File: src/rtl/onehot_pulse_decoder_if.sv
// Code handshake plus decoded-line outputs for onehot_pulse_decoder.
interface onehot_pulse_decoder_if;
  logic       e;
  logic       in_valid;
  logic [2:0] in;
  logic       in_ready;
  logic [7:0] out;
  logic       busy;
  logic       done;

  modport master (output e, in_valid, in, input in_ready, out, busy, done);
  modport slave  (input e, in_valid, in, output in_ready, out, busy, done);
endinterface

File: src/rtl/onehot_pulse_decoder.sv
// 3-bit code -> one-hot line held HOLD cycles, GAP idle cycles between pulses,
// fed from a 2-entry FIFO.
module onehot_pulse_decoder #(
  parameter int HOLD = 4,
  parameter int GAP  = 1
) (
  input  logic                  clk,
  input  logic                  rst,
  onehot_pulse_decoder_if.slave bus
);
  localparam logic [7:0] HOLD_M1 = 8'(HOLD - 1);
  localparam logic [7:0] GAP_M1  = (GAP > 0) ? 8'(GAP - 1) : 8'd0;

  typedef enum logic [1:0] {S_IDLE, S_DRIVE, S_GAP} state_t;

  state_t          state, state_n;
  logic [7:0]      cnt, cnt_n;
  logic [7:0]      out_q, out_n;
  logic            done_q, done_n, busy_q;

  logic [1:0][2:0] mem;
  logic            rd_ptr, wr_ptr;
  logic [1:0]      count;
  logic            push, pop, fifo_empty, fifo_full, load;
  logic [2:0]      head;

  assign fifo_full  = (count == 2'd2);
  assign fifo_empty = (count == 2'd0);
  assign head       = mem[rd_ptr];
  assign push       = bus.in_valid && !fifo_full;
  // a pulse may start only when enabled and a code is waiting
  assign load       = bus.e && !fifo_empty;

  always_ff @(posedge clk) begin
    if (rst) begin
      rd_ptr <= 1'b0;
      wr_ptr <= 1'b0;
      count  <= 2'd0;
    end else begin
      if (push) begin
        mem[wr_ptr] <= bus.in;
        wr_ptr      <= ~wr_ptr;
      end
      if (pop) rd_ptr <= ~rd_ptr;
      count <= count + 2'(push) - 2'(pop);
    end
  end

  always_ff @(posedge clk) begin
    if (rst) state <= S_IDLE;
    else     state <= state_n;
  end

  always_comb begin
    state_n = state;
    if (!bus.e) state_n = S_IDLE;
    else begin
      case (state)
        S_IDLE:  if (load) state_n = S_DRIVE;
        S_DRIVE: if (cnt == 8'd0) begin
          if (GAP > 0)   state_n = S_GAP;
          else if (load) state_n = S_DRIVE;
          else           state_n = S_IDLE;
        end
        S_GAP:   if (cnt == 8'd0) state_n = load ? S_DRIVE : S_IDLE;
        default: state_n = S_IDLE;
      endcase
    end
  end

  always_comb begin
    pop    = 1'b0;
    cnt_n  = (cnt == 8'd0) ? 8'd0 : cnt - 8'd1;
    out_n  = out_q;
    done_n = 1'b0;
    if (!bus.e) begin
      // abort: in-flight code is dropped, queued codes stay
      cnt_n = 8'd0;
      out_n = 8'd0;
    end else begin
      case (state)
        S_IDLE: begin
          cnt_n = 8'd0;
          out_n = 8'd0;
          if (load) begin
            pop   = 1'b1;
            out_n = 8'd1 << head;
            cnt_n = HOLD_M1;
          end
        end
        S_DRIVE: if (cnt == 8'd0) begin
          done_n = 1'b1;
          if (GAP > 0) begin
            out_n = 8'd0;
            cnt_n = GAP_M1;
          end else if (load) begin
            pop   = 1'b1;
            out_n = 8'd1 << head;
            cnt_n = HOLD_M1;
          end else begin
            out_n = 8'd0;
            cnt_n = 8'd0;
          end
        end
        S_GAP: begin
          out_n = 8'd0;
          if (cnt == 8'd0 && load) begin
            pop   = 1'b1;
            out_n = 8'd1 << head;
            cnt_n = HOLD_M1;
          end
        end
        default: begin
          out_n = 8'd0;
          cnt_n = 8'd0;
        end
      endcase
    end
  end

  always_ff @(posedge clk) begin
    if (rst) begin
      cnt    <= 8'd0;
      out_q  <= 8'd0;
      done_q <= 1'b0;
      busy_q <= 1'b0;
    end else begin
      cnt    <= cnt_n;
      out_q  <= out_n;
      done_q <= done_n;
      busy_q <= (state_n != S_IDLE);
    end
  end

  assign bus.in_ready = !fifo_full;
  assign bus.out      = out_q;
  assign bus.done     = done_q;
  assign bus.busy     = busy_q;
endmodule

File: src/flat_wrapper.sv
// flat-port wrapper written by rule: the top's interface ports become plain ports
module onehot_pulse_decoder_flat 
#(
  parameter int HOLD = 4,
  parameter int GAP  = 1
)
  (clk, rst, bus_e, bus_in_valid, bus_in, bus_in_ready, bus_out, bus_busy, bus_done);
  onehot_pulse_decoder_if bus_i ();
  input  logic clk;
  input  logic rst;
  input wire logic [$bits(bus_i.e)-1:0] bus_e;
  input wire logic [$bits(bus_i.in_valid)-1:0] bus_in_valid;
  input wire logic [$bits(bus_i.in)-1:0] bus_in;
  output wire logic [$bits(bus_i.in_ready)-1:0] bus_in_ready;
  output wire logic [$bits(bus_i.out)-1:0] bus_out;
  output wire logic [$bits(bus_i.busy)-1:0] bus_busy;
  output wire logic [$bits(bus_i.done)-1:0] bus_done;
  assign bus_i.e = bus_e;
  assign bus_i.in_valid = bus_in_valid;
  assign bus_i.in = bus_in;
  assign bus_in_ready = bus_i.in_ready;
  assign bus_out = bus_i.out;
  assign bus_busy = bus_i.busy;
  assign bus_done = bus_i.done;
  onehot_pulse_decoder #(.HOLD(HOLD), .GAP(GAP)) u_core (.clk(clk), .rst(rst), .bus(bus_i));
endmodule
File: config.mk
export PLATFORM = sky130hd
export DESIGN_NAME = onehot_pulse_decoder_flat
export DESIGN_NICKNAME = d
export VERILOG_FILES = /design/src/rtl/onehot_pulse_decoder_if.sv /design/src/rtl/onehot_pulse_decoder.sv /design/src/flat_wrapper.sv
export SDC_FILE = /design/constraint.sdc
export NUM_CORES = 1
export LEC_CHECK = 0
export BUFFER_PORTS_ARGS = -buffer_cell sky130_fd_sc_hd__buf_2
export CORE_MARGIN = 2
export CORE_UTILIZATION = 50
export CTS_BUF_LIST = sky130_fd_sc_hd__clkbuf_16
export CTS_CLUSTER_DIAMETER = 100
export CTS_CLUSTER_SIZE = 10
export DETAILED_ROUTE_END_ITERATION = 8
export PLACE_DENSITY = 0.73
export SKIP_CTS_REPAIR_TIMING = 1
export SLEW_MARGIN = 20
export SYNTH_ARGS = -nofsm -noshare
export SYNTH_HDL_FRONTEND = slang
export SYNTH_SLANG_ARGS = --single-unit
File: constraint.sdc
create_clock -name clk -period 2.4 [get_ports clk]
set_clock_uncertainty 0.15 [all_clocks]
set_input_delay 0.72 -clock clk [delete_from_list [all_inputs] [get_ports clk]]
set_output_delay 0.72 -clock clk [all_outputs]
set_load 0.02 [all_outputs]
==> results of run 1 <==
## layer usage
layer,routed length (um),global-route usage [%],share of wire [%],vias to the layer above
li1,-,-,-,507
met1,1067,20.83,45,448
met2,1154,29.08,49,21
met3,101,5.349,4.3,6
met4,31,7.823,1.3,0
met5,0,0,0,-
## layout make-up
cell class / instances / area, um^2
Tap cell: 30 / 37.54
Clock buffer: 6 / 150.1
Timing Repair Buffer: 20 / 107.6
Fill cell: 222 / 889.6
Clock inverter: 2 / 7.507
Multi-Input combinational cell: 87 / 639.4
Sequential cell: 30 / 660.6
Inverter: 8 / 30.03
## Yosys cell counts
library cell | n | share of area, %
inv_1 | 8 | 2.2
or2_2 | 1 | 0.46
nor3b_4 | 1 | 1.4
edfxtp_1 | 6 | 13
a21oi_4 | 1 | 1.2
nor3b_1 | 2 | 1.1
nand3_1 | 1 | 0.37
o32a_1 | 1 | 0.74
or4_4 | 1 | 0.83
nor3_1 | 2 | 0.74
nor2_1 | 20 | 5.6
clkbuf_1 | 2 | 0.56
o31ai_1 | 1 | 0.56
or3b_1 | 1 | 0.65
or2_4 | 1 | 0.65
xor2_1 | 4 | 2.6
a21oi_2 | 1 | 0.65
mux2_2 | 1 | 0.83
a211oi_1 | 1 | 0.56
mux2i_1 | 3 | 2.2
xnor2_1 | 4 | 2.6
nor4_2 | 2 | 1.9
a21oi_1 | 4 | 1.5
mux2_4 | 1 | 1.1
nand2b_1 | 4 | 1.9
nand2_1 | 5 | 1.4
buf_6 | 1 | 0.83
nand3_2 | 1 | 0.74
dfxtp_1 | 24 | 36
o22ai_1 | 2 | 0.93
a32o_1 | 8 | 5.9
ha_1 | 4 | 3.7
a32oi_1 | 1 | 0.65
nand3b_1 | 3 | 1.7
a31oi_1 | 3 | 1.4
nor2b_1 | 2 | 0.93
## final timing paths
kind | depth (start not counted) | slack [ps] | endpoint | start
max | 9 | 220 | u_core.count[1] | bus_e
max reg2reg | 9 | 260 | u_core.count[1] | u_core.cnt[5]
min reg2reg | 1 | 310 | u_core.bus.out[0] | u_core.bus.out[0]
min | 1 | 310 | u_core.bus.out[0] | u_core.bus.out[0]
## cells by family (layout without fill, tap and decap cells)
group | after synthesis | after routing
AO/OA/AOI/OAI | 23 | 23
XOR/XNOR | 8 | 8
adder cells (fa/ha/maj) | 4 | 4
buffers and inverters | 11 | 36
flip-flops | 30 | 30
multiplexers | 5 | 5
AND/OR/NAND/NOR | 47 | 47
## state kept, by name, indices dropped and copies added (netlist names)
register and count:
u_core.bus.busy 1, u_core.cnt 8, u_core.wr_ptr 1, u_core.mem 6
u_core.rd_ptr 1, u_core.bus.out 8, u_core.bus.done 1, u_core.state 2
u_core.count 2
## power by group through the flow
stage	Combinational (uW)	Sequential [uW]	Clock, uW
after floorplan	357	613	0
after global placement	413	624	0
after detailed placement	434	626	0
after CTS	439	617	653
after global routing	494	628	669
final	436	616	637
## per-stage QoR
stage | utilization [%] | hold WS (ps) | std cells | power [uW] | instance area (um^2)
floorplan | - | 329.7 | 128 | 969.6 | 1349
global placement | 58.48 | 296.5 | 175 | 1037 | 1475
detailed placement | 58.48 | 299.7 | 175 | 1059 | 1475
CTS | 64.73 | 310.6 | 183 | 1709 | 1633
global route | 64.73 | 319.5 | 183 | 1790 | 1633
finish | 64.73 | 306.6 | 183 | 1689 | 1633
==> metrics.txt, run 1 <==
# TYPE chip_impl_metric gauge
chip_impl_metric{name="yosys.area_share.simple",unit="%"} 20.22
chip_impl_metric{name="floorplan.initialDensity",unit="%"} 53.47
chip_impl_metric{name="path_clk_slew",unit="ps"} 50
chip_impl_info{name="cts_tree",value="done"} 1
chip_impl_metric{name="timing.final.setup_violations",unit=""} 0
chip_impl_metric{name="postSynthRegisterBits",unit=""} 30
chip_impl_metric{name="seq_power_share",unit="%"} 36.5
chip_impl_metric{name="timing_hold_violations_final",unit=""} 0
chip_impl_metric{name="p_leak",unit="uW"} 0.0007094
chip_impl_metric{name="critPathMaxStageDelay",unit="ps"} 400
chip_impl_metric{name="first_global_vias",unit=""} 989
chip_impl_metric{name="final_max_slew_viol_count",unit=""} 0
chip_impl_info{name="setup.worst_path.end_class",value="register"} 1
chip_impl_metric{name="synth.distinct_cells",unit=""} 36
chip_impl_metric{name="detailedPlacementHpwl",unit="um"} 1682
chip_impl_info{name="hold_class",value="reg2reg"} 1
chip_impl_metric{name="final_antenna_net_count",unit=""} 0
chip_impl_metric{name="ys_warns",unit=""} 0
chip_impl_metric{name="grt_antenna_before_repair",unit=""} 0
chip_impl_metric{name="nets",unit=""} 163
chip_impl_metric{name="design.portCount",unit=""} 18
chip_impl_metric{name="design.die.area",unit="um^2"} 3129
chip_impl_metric{name="clk-insertion-delay-late",unit="ps"} 270
chip_impl_metric{name="worstMarginPinSlew",unit="ps"} 566.4
chip_impl_metric{name="max_freq",unit="MHz"} 458.3
chip_impl_metric{name="synthesized_area_fraction_occupied_by_ao_oa_aoi_and_oai_cells",unit="%"} 14.10
chip_impl_metric{name="drt_drc_violations_left",unit=""} 0
chip_impl_metric{name="ratio_of_cells_with_drive_above_1_in_the_final_layout",unit="%"} 24.18
chip_impl_metric{name="max_cap_check_violation_count",unit=""} 0
chip_impl_info{name="crit_chain",value="buf_2 -> or3b_1 -> a21oi_4 -> ha_1 -> inv_1 -> ha_1 -> xor2_1 -> xnor2_1 -> nor2_1"} 1
chip_impl_metric{name="seq_area_frac_synth",unit="%"} 48.98
chip_impl_metric{name="die_x",unit="um"} 55.94
chip_impl_metric{name="post_route_fraction_of_the_period_consumed_by_the_critical_path",unit="%"} 90.92
chip_impl_metric{name="grt_pass1_wl",unit="um"} 4298
chip_impl_metric{name="pin_count_of_the_biggest_net_entering_global_routing",unit=""} 14
chip_impl_metric{name="yosys.area_share.adder",unit="%"} 3.711
chip_impl_info{name="main_combinational_cell_family_by_area_after_synthesis",value="simple AND/OR/NAND/NOR gates"} 1
chip_impl_metric{name="netlist_area",unit="um^2"} 1349
chip_impl_metric{name="totalNegativeSetupSlack",unit="ps"} 0
chip_impl_metric{name="cp.arrival",unit="ps"} 2190
chip_impl_metric{name="power_report.internal_total",unit="uW"} 1206
chip_impl_metric{name="std_cell_rows",unit=""} 18
chip_impl_metric{name="routed_wirelength",unit="um"} 2355
chip_impl_metric{name="cp_max_fo",unit=""} 2
chip_impl_metric{name="die_height",unit="um"} 55.94
chip_impl_metric{name="global_route.usage.total",unit="%"} 17.51
chip_impl_info{name="mostFrequentLayoutCell",value="dfxtp_1"} 1
chip_impl_info{name="critical_path.most_common_cell",value="ha_1"} 1
chip_impl_metric{name="clockBufferDepth",unit=""} 2
chip_impl_metric{name="net-switching-power",unit="uW"} 483.2
chip_impl_metric{name="gr_ovfl_total",unit=""} 0
chip_impl_metric{name="layout_setup_ws",unit="ps"} 217.9
chip_impl_metric{name="syn_nets",unit=""} 139
chip_impl_info{name="category_of_the_critical_setup_timing_path",value="in2reg"} 1
chip_impl_info{name="grt_setup_unrepaired",value="false"} 1
chip_impl_metric{name="syn-instance-count",unit=""} 128
chip_impl_metric{name="areaGrowthSynthToFinish",unit="%"} 21.06
chip_impl_metric{name="detailedRoute.firstIterationViolations",unit=""} 25
chip_impl_metric{name="route.detailed.wl_per_inst",unit="um"} 12.87
chip_impl_metric{name="critical_path_buf_inv_count",unit=""} 2
chip_impl_metric{name="worst-endpoint-required",unit="ps"} 2410
chip_impl_metric{name="vias",unit=""} 982
chip_impl_metric{name="timing.slew.headroom",unit="%"} 62.16
chip_impl_metric{name="n_antenna_cell",unit=""} 0
chip_impl_metric{name="first_pass_iters",unit=""} 7
chip_impl_metric{name="via_per_inst",unit=""} 5.366
chip_impl_metric{name="cts-buffers-inserted",unit=""} 5
chip_impl_info{name="run_status",value="finished clean"} 1
chip_impl_info{name="top_cell_family_by_delay_on_the_critical_path",value="simple AND/OR/NAND/NOR gates"} 1
chip_impl_info{name="clockRootBuffer",value="clkbuf_16"} 1
chip_impl_metric{name="fraction_of_synthesized_area_in_multiplexers",unit="%"} 4.174
chip_impl_metric{name="gpl.final_weighted_congestion",unit=""} 0.7754
chip_impl_metric{name="port-buffer-count",unit=""} 17
chip_impl_metric{name="core",unit="um^2"} 2522
chip_impl_metric{name="switching_share",unit="%"} 28.60
chip_impl_info{name="most-common-layout-cells",value="dfxtp_1, nor2_1, buf_2"} 1
chip_impl_info{name="worstSetupStartpointType",value="primary input"} 1
chip_impl_metric{name="placement.setup.worst_slack",unit="ps"} -79.41
chip_impl_metric{name="pwr_density_cell",unit="nW/um^2"} 1035
chip_impl_metric{name="cts_max_level",unit=""} 2
chip_impl_metric{name="p_clk_share",unit="%"} 37.7
chip_impl_metric{name="avgSynthCellArea",unit="um^2"} 10.54
chip_impl_info{name="timing.critical_path.slowest_stage_cell",value="or3b_1"} 1
chip_impl_metric{name="layout_min_cycle_time",unit="ps"} 2182
chip_impl_metric{name="synth_xor_xnor_area_share",unit="%"} 5.195
chip_impl_metric{name="share_comb_of_total_power",unit="%"} 25.8
chip_impl_metric{name="peakVddDrop",unit="uV"} 695.9
chip_impl_metric{name="cts.sink_count",unit=""} 30
Power figures use the tool's default switching activity.
==> inputs of run 2 (changes only) <==
--- a/config.mk
+++ b/config.mk
@@ -7,14 +7,14 @@
 export LEC_CHECK = 0
 export BUFFER_PORTS_ARGS = -buffer_cell sky130_fd_sc_hd__buf_2
 export CORE_MARGIN = 2
-export CORE_UTILIZATION = 50
+export CORE_UTILIZATION = 45
 export CTS_BUF_LIST = sky130_fd_sc_hd__clkbuf_16
 export CTS_CLUSTER_DIAMETER = 100
 export CTS_CLUSTER_SIZE = 10
 export DETAILED_ROUTE_END_ITERATION = 8
-export PLACE_DENSITY = 0.73
+export PLACE_DENSITY = 0.67
 export SKIP_CTS_REPAIR_TIMING = 1
-export SLEW_MARGIN = 20
+export SLEW_MARGIN = 10
 export SYNTH_ARGS = -nofsm -noshare
 export SYNTH_HDL_FRONTEND = slang
 export SYNTH_SLANG_ARGS = --single-unit
==> metrics.txt, run 2 (synthesis gave the netlist of run 1 again) <==
# TYPE chip_impl_metric gauge
chip_impl_metric{name="p_leak",unit="uW"} 0.0007001
chip_impl_metric{name="floorplan.initialDensity",unit="%"} 48.08
chip_impl_metric{name="layout_min_cycle_time",unit="ps"} 2161
chip_impl_info{name="failed_checks",value="design-rule violations"} 1
chip_impl_metric{name="pwr_density_cell",unit="nW/um^2"} 1015
chip_impl_metric{name="post_route_fraction_of_the_period_consumed_by_the_critical_path",unit="%"} 90.04
chip_impl_metric{name="timing.final.setup_violations",unit=""} 0
chip_impl_metric{name="ratio_of_cells_with_drive_above_1_in_the_final_layout",unit="%"} 24.84
chip_impl_metric{name="pin_count_of_the_biggest_net_entering_global_routing",unit=""} 14
chip_impl_metric{name="areaGrowthSynthToFinish",unit="%"} 19.85
chip_impl_metric{name="vias",unit=""} 1004
chip_impl_metric{name="cp_max_fo",unit=""} 2
chip_impl_info{name="crit_path_end",value="u_core.count[1]"} 1
chip_impl_metric{name="design.die.area",unit="um^2"} 3451
chip_impl_metric{name="cts_max_level",unit=""} 2
chip_impl_metric{name="core",unit="um^2"} 2805
chip_impl_info{name="regToRegEndpoint",value="u_core.count[1]"} 1
chip_impl_metric{name="final_max_slew_viol_count",unit=""} 0
chip_impl_metric{name="final_antenna_net_count",unit=""} 0
chip_impl_metric{name="detailedPlacementHpwl",unit="um"} 1777
chip_impl_metric{name="clockBufferDepth",unit=""} 2
chip_impl_metric{name="power.total",unit="uW"} 1641
chip_impl_metric{name="max_cap_check_violation_count",unit=""} 0
chip_impl_info{name="setup.worst_path.end_class",value="register"} 1
chip_impl_info{name="category_of_the_critical_setup_timing_path",value="in2reg"} 1
chip_impl_metric{name="layoutNonFillerInstCount",unit=""} 184
chip_impl_metric{name="finish.utilization",unit="%"} 57.63
chip_impl_info{name="cts_tree",value="done"} 1
chip_impl_metric{name="drt_drc_violations_left",unit=""} 1
chip_impl_metric{name="gpl.final_weighted_congestion",unit=""} 0.7743
chip_impl_info{name="critical_path.most_common_cell",value="ha_1"} 1
chip_impl_info{name="grt_setup_unrepaired",value="false"} 1
chip_impl_metric{name="cp.arrival",unit="ps"} 2170
chip_impl_metric{name="n_antenna_cell",unit=""} 0
chip_impl_info{name="worstSetupStartpointType",value="primary input"} 1
chip_impl_metric{name="timing.slew.headroom",unit="%"} 58.91
chip_impl_metric{name="nets",unit=""} 163
chip_impl_info{name="crit_chain",value="buf_2 -> or3b_1 -> a21oi_4 -> ha_1 -> inv_1 -> ha_1 -> xor2_1 -> xnor2_1 -> nor2_1"} 1
chip_impl_metric{name="first_global_vias",unit=""} 977
chip_impl_metric{name="design.portCount",unit=""} 18
chip_impl_metric{name="layout.cell_area.non_filler",unit="um^2"} 1617
chip_impl_metric{name="timing.reg2reg.worst_path_depth",unit=""} 9
chip_impl_info{name="most-common-layout-cells",value="dfxtp_1, nor2_1, buf_2"} 1
chip_impl_metric{name="routed_wirelength",unit="um"} 2408
chip_impl_metric{name="critPathMaxStageDelay",unit="ps"} 400
chip_impl_info{name="clockRootBuffer",value="clkbuf_16"} 1
chip_impl_metric{name="port-buffer-count",unit=""} 17
chip_impl_metric{name="setup.reg_to_reg.worst_slack",unit="ps"} 270
chip_impl_info{name="timing.critical_path.slowest_stage_cell",value="or3b_1"} 1
chip_impl_metric{name="global_route.usage.total",unit="%"} 16.43
chip_impl_metric{name="die_x",unit="um"} 58.75
chip_impl_metric{name="placed_cell_area",unit="um^2"} 1476
chip_impl_metric{name="clk-insertion-delay-late",unit="ps"} 270
chip_impl_info{name="run_status",value="complete, but fails checks"} 1
chip_impl_metric{name="std_cell_rows",unit=""} 19
chip_impl_info{name="worstReg2RegStart",value="u_core.cnt[5]"} 1
chip_impl_metric{name="timing_hold_violations_final",unit=""} 0
chip_impl_metric{name="route.detailed.wl_per_inst",unit="um"} 13.09
chip_impl_metric{name="max_freq",unit="MHz"} 462.8
chip_impl_metric{name="placedCellCount",unit=""} 176
chip_impl_metric{name="gr_ovfl_total",unit=""} 0
chip_impl_metric{name="cts.sink_count",unit=""} 30
chip_impl_metric{name="cts-buffers-inserted",unit=""} 5
chip_impl_metric{name="worstMarginPinSlew",unit="ps"} 615.0
chip_impl_metric{name="fillers",unit=""} 274
chip_impl_info{name="startpoint",value="bus_e"} 1
chip_impl_metric{name="worst-endpoint-required",unit="ps"} 2410
chip_impl_metric{name="detailedRoute.firstIterationViolations",unit=""} 19
chip_impl_metric{name="grt_pass1_wl",unit="um"} 4112
chip_impl_info{name="mostFrequentLayoutCell",value="dfxtp_1"} 1
chip_impl_metric{name="peakVddDrop",unit="uV"} 526.2
chip_impl_metric{name="via_per_inst",unit=""} 5.457
chip_impl_metric{name="first_pass_iters",unit=""} 6
chip_impl_info{name="hold_class",value="reg2reg"} 1
chip_impl_metric{name="grt_antenna_before_repair",unit=""} 0
chip_impl_metric{name="path_clk_slew",unit="ps"} 50
chip_impl_metric{name="die_height",unit="um"} 58.75
[run 2: changes by cell type in the layout (fill, tap and decap cells not counted)]
cell	previous run	this run
clkbuf_16	6	5
inv_4	0	1
inv_1	9	8
clkinv_2	0	1
[run 2: power by group]
group / internal [uW] / switching, uW / leakage [uW]
Sequential: 567 / 49.7 / 0.000250
Clock: 378 / 210 / 0.0000716
Combinational: 202 / 235 / 0.000379
Total: 1150 / 495 / 0.000700
[run 2: worst min path at each step]
| stage | start | end | slack [ps] | depth (start not counted) |
|---|---|---|---|---|
| global route | u_core.bus.out[4] | u_core.bus.out[4] | 340 | 1 |
| detailed placement | u_core.bus.out[5] | u_core.bus.out[5] | 300 | 1 |
| finish | u_core.bus.out[7] | u_core.bus.out[7] | 310 | 1 |
| CTS | u_core.bus.out[5] | u_core.bus.out[5] | 310 | 1 |
| global placement | u_core.bus.out[7] | u_core.bus.out[7] | 300 | 1 |
| floorplan | u_core.cnt[3] | u_core.cnt[3] | 330 | 2 |
[run 2: final cells by class]
class	count	area [um^2]	share of cell area (%)
clock buffer	5	125.1	7.740
clock inverter	3	15.01	0.9288
inverter	8	30.03	1.858
multi-input combinational	87	639.4	39.55
sequential	30	660.6	40.87
tap	31	38.79	2.399
timing repair buffer	20	107.6	6.656
[run 2: through the flow]
| stage | setup WS (ps) | hold slack (ps) | setup TNS (ps) |
|---|---|---|---|
| after floorplan | 3.942 | 329.7 | 0 |
| after global placement | 17.37 | 298.3 | 0 |
| after detailed placement | -63.54 | 303.3 | -63.54 |
| after CTS | 223.2 | 314.9 | 0 |
| after global routing | 132.8 | 336.3 | 0 |
| final | 239.1 | 309.2 | 0 |
[run 2: worst max-delay path: cells and delay by family]
| kind | cells | cell delay, ps |
|---|---|---|
| compound gates | 1 | 140 |
| xor+xnor | 2 | 330 |
| buf+inv | 2 | 140 |
| fa+ha+maj | 2 | 380 |
| simple gates | 2 | 450 |
[run 2: metal layers]
metal  part of all wire (%)  vias up  track usage (%)  routed length, um
met5                      0        -                0                  0
met4                   0.71        0            7.792                 17
met3                    3.9        2            7.253                 93
met2                     54       15            26.67               1294
met1                     42      478            18.41               1002
li1                       -      509                -                  -
==> inputs of run 3 (changes only) <==
--- a/config.mk
+++ b/config.mk
@@ -7,12 +7,11 @@
 export LEC_CHECK = 0
 export BUFFER_PORTS_ARGS = -buffer_cell sky130_fd_sc_hd__buf_2
 export CORE_MARGIN = 2
-export CORE_UTILIZATION = 45
+export CORE_UTILIZATION = 35
 export CTS_BUF_LIST = sky130_fd_sc_hd__clkbuf_16
 export CTS_CLUSTER_DIAMETER = 100
 export CTS_CLUSTER_SIZE = 10
 export DETAILED_ROUTE_END_ITERATION = 8
-export PLACE_DENSITY = 0.67
 export SKIP_CTS_REPAIR_TIMING = 1
 export SLEW_MARGIN = 10
 export SYNTH_ARGS = -nofsm -noshare
==> metrics.txt, run 3 (synthesis gave the netlist of run 1 again) <==
# TYPE chip_impl_metric gauge
chip_impl_metric{name="timing_hold_violations_final",unit=""} 0
chip_impl_metric{name="std_cell_rows",unit=""} 22
chip_impl_metric{name="route.detailed.wl_per_inst",unit="um"} 11.89
chip_impl_metric{name="first_global_vias",unit=""} 889
chip_impl_metric{name="die_x",unit="um"} 66.08
chip_impl_metric{name="grt_antenna_before_repair",unit=""} 0
chip_impl_metric{name="layout_min_cycle_time",unit="ps"} 2133
chip_impl_info{name="most-common-layout-cells",value="dfxtp_1, nor2_1, buf_2"} 1
chip_impl_metric{name="layoutNonFillerInstCount",unit=""} 201
chip_impl_metric{name="global_route.usage.total",unit="%"} 12.58
chip_impl_metric{name="design.die.area",unit="um^2"} 4367
chip_impl_metric{name="clockBufferDepth",unit=""} 2
chip_impl_metric{name="grt_pass1_wl",unit="um"} 4043
chip_impl_metric{name="pin_count_of_the_biggest_net_entering_global_routing",unit=""} 14
chip_impl_metric{name="areaGrowthSynthToFinish",unit="%"} 21.15
chip_impl_metric{name="core",unit="um^2"} 3689
chip_impl_metric{name="detailedRoute.firstIterationViolations",unit=""} 38
chip_impl_metric{name="p_leak",unit="uW"} 0.0007061
chip_impl_metric{name="placed_cell_area",unit="um^2"} 1498
chip_impl_metric{name="gpl.final_weighted_congestion",unit=""} 0.7166
chip_impl_metric{name="final_antenna_net_count",unit=""} 0
chip_impl_metric{name="vias",unit=""} 989
chip_impl_metric{name="final_max_slew_viol_count",unit=""} 0
chip_impl_metric{name="timing.slew.headroom",unit="%"} 59.63
chip_impl_metric{name="peakVddDrop",unit="uV"} 574.5
chip_impl_metric{name="die_height",unit="um"} 66.08
chip_impl_metric{name="routed_wirelength",unit="um"} 2389
chip_impl_info{name="mostFrequentLayoutCell",value="dfxtp_1"} 1
chip_impl_metric{name="design.portCount",unit=""} 18
chip_impl_metric{name="via_per_inst",unit=""} 4.920
chip_impl_metric{name="cts_max_level",unit=""} 2
chip_impl_metric{name="max_cap_check_violation_count",unit=""} 0
chip_impl_info{name="clockRootBuffer",value="clkbuf_16"} 1
chip_impl_metric{name="max_freq",unit="MHz"} 468.8
chip_impl_info{name="run_status",value="finished clean"} 1
chip_impl_metric{name="cp.arrival",unit="ps"} 2140
chip_impl_metric{name="port-buffer-count",unit=""} 17
chip_impl_metric{name="cts.sink_count",unit=""} 30
chip_impl_metric{name="placement.setup.worst_slack",unit="ps"} -19.64
chip_impl_metric{name="drt_drc_violations_left",unit=""} 0
chip_impl_metric{name="nets",unit=""} 163
chip_impl_metric{name="n_antenna_cell",unit=""} 0
chip_impl_info{name="worstSetupStartpointType",value="primary input"} 1
chip_impl_metric{name="worstMarginPinSlew",unit="ps"} 604.2
chip_impl_info{name="timing.critical_path.slowest_stage_cell",value="or3b_1"} 1
chip_impl_metric{name="first_pass_iters",unit=""} 4
chip_impl_info{name="grt_setup_unrepaired",value="false"} 1
chip_impl_metric{name="cp_max_fo",unit=""} 2
chip_impl_metric{name="layout_setup_ws",unit="ps"} 267.1
chip_impl_metric{name="gr_ovfl_total",unit=""} 0
chip_impl_metric{name="cts-buffers-inserted",unit=""} 5
chip_impl_metric{name="post_route_fraction_of_the_period_consumed_by_the_critical_path",unit="%"} 88.87
chip_impl_metric{name="timing.final.setup_violations",unit=""} 0
chip_impl_metric{name="placedCellCount",unit=""} 193
chip_impl_metric{name="clk-insertion-delay-late",unit="ps"} 270
chip_impl_metric{name="pwr_density_cell",unit="nW/um^2"} 985.5
chip_impl_metric{name="critPathMaxStageDelay",unit="ps"} 400
chip_impl_metric{name="path_clk_slew",unit="ps"} 50
chip_impl_info{name="critical_path.most_common_cell",value="ha_1"} 1
chip_impl_metric{name="layout.cell_area.non_filler",unit="um^2"} 1634
chip_impl_info{name="cts_tree",value="done"} 1
chip_impl_info{name="crit_chain",value="buf_2 -> or3b_1 -> a21oi_4 -> ha_1 -> inv_1 -> ha_1 -> xor2_1 -> xnor2_1 -> nor2_1"} 1
chip_impl_metric{name="worst-endpoint-required",unit="ps"} 2410
chip_impl_info{name="hold_class",value="reg2reg"} 1
chip_impl_info{name="category_of_the_critical_setup_timing_path",value="in2reg"} 1
chip_impl_metric{name="detailedPlacementHpwl",unit="um"} 1814
chip_impl_metric{name="ratio_of_cells_with_drive_above_1_in_the_final_layout",unit="%"} 23.53
chip_impl_metric{name="floorplan.initialDensity",unit="%"} 36.57
chip_impl_info{name="setup.worst_path.end_class",value="register"} 1
==> run 3: area by class of cell <==
class,count,area (um^2)
Fill cell,356,2054
Clock inverter,3,11.26
Clock buffer,5,125.1
Inverter,8,30.03
Tap cell,48,60.06
Sequential cell,30,660.6
Multi-Input combinational cell,87,639.4
Timing Repair Buffer,20,107.6
==> run 3: where the power goes <==
| part | internal (uW) | switching (uW) |
|---|---|---|
| sequential | 568 | 50.2 |
| combinational | 201 | 228 |
| clock | 370 | 194 |
| total | 1140 | 472 |
==> run 3: stage by stage <==
step	util (%)	TNS (ps)	hold WS (ps)	total power [uW]
finish	44.30	0	305.1	1610
global route	44.30	0	320.2	1713
CTS	44.30	0	309.6	1631
detailed placement	40.60	-19.64	299.1	1059
global placement	40.60	0	301.9	1039
floorplan	-	0	329.7	969.6
==> run 3: final timing paths <==
| check | cells after the start | endpoint | slack [ps] | from |
|---|---|---|---|---|
| max | 9 | u_core.count[1] | 270 | bus_e |
| min | 1 | u_core.bus.out[5] | 310 | u_core.bus.out[5] |
| max reg2reg | 9 | u_core.count[1] | 280 | u_core.cnt[5] |
| min reg2reg | 1 | u_core.bus.out[5] | 310 | u_core.bus.out[5] |
==> run 3: worst max-delay path: cells and delay by family <==
family	cells	cell delay (ps)
AOI/OAI and AO/OA	1	140
and+or+nand+nor	2	450
xor gates and xnor gates	2	320
buffers and inverters	2	140
adders and majority gates	2	390
==> run 3: layer usage <==
metal,up-vias,share of wire [%],global-route usage [%]
met5,-,0,0
met4,0,2.2,5.357
met3,6,6.5,6.303
met2,17,45,19.75
met1,457,46,14.38
li1,509,-,-
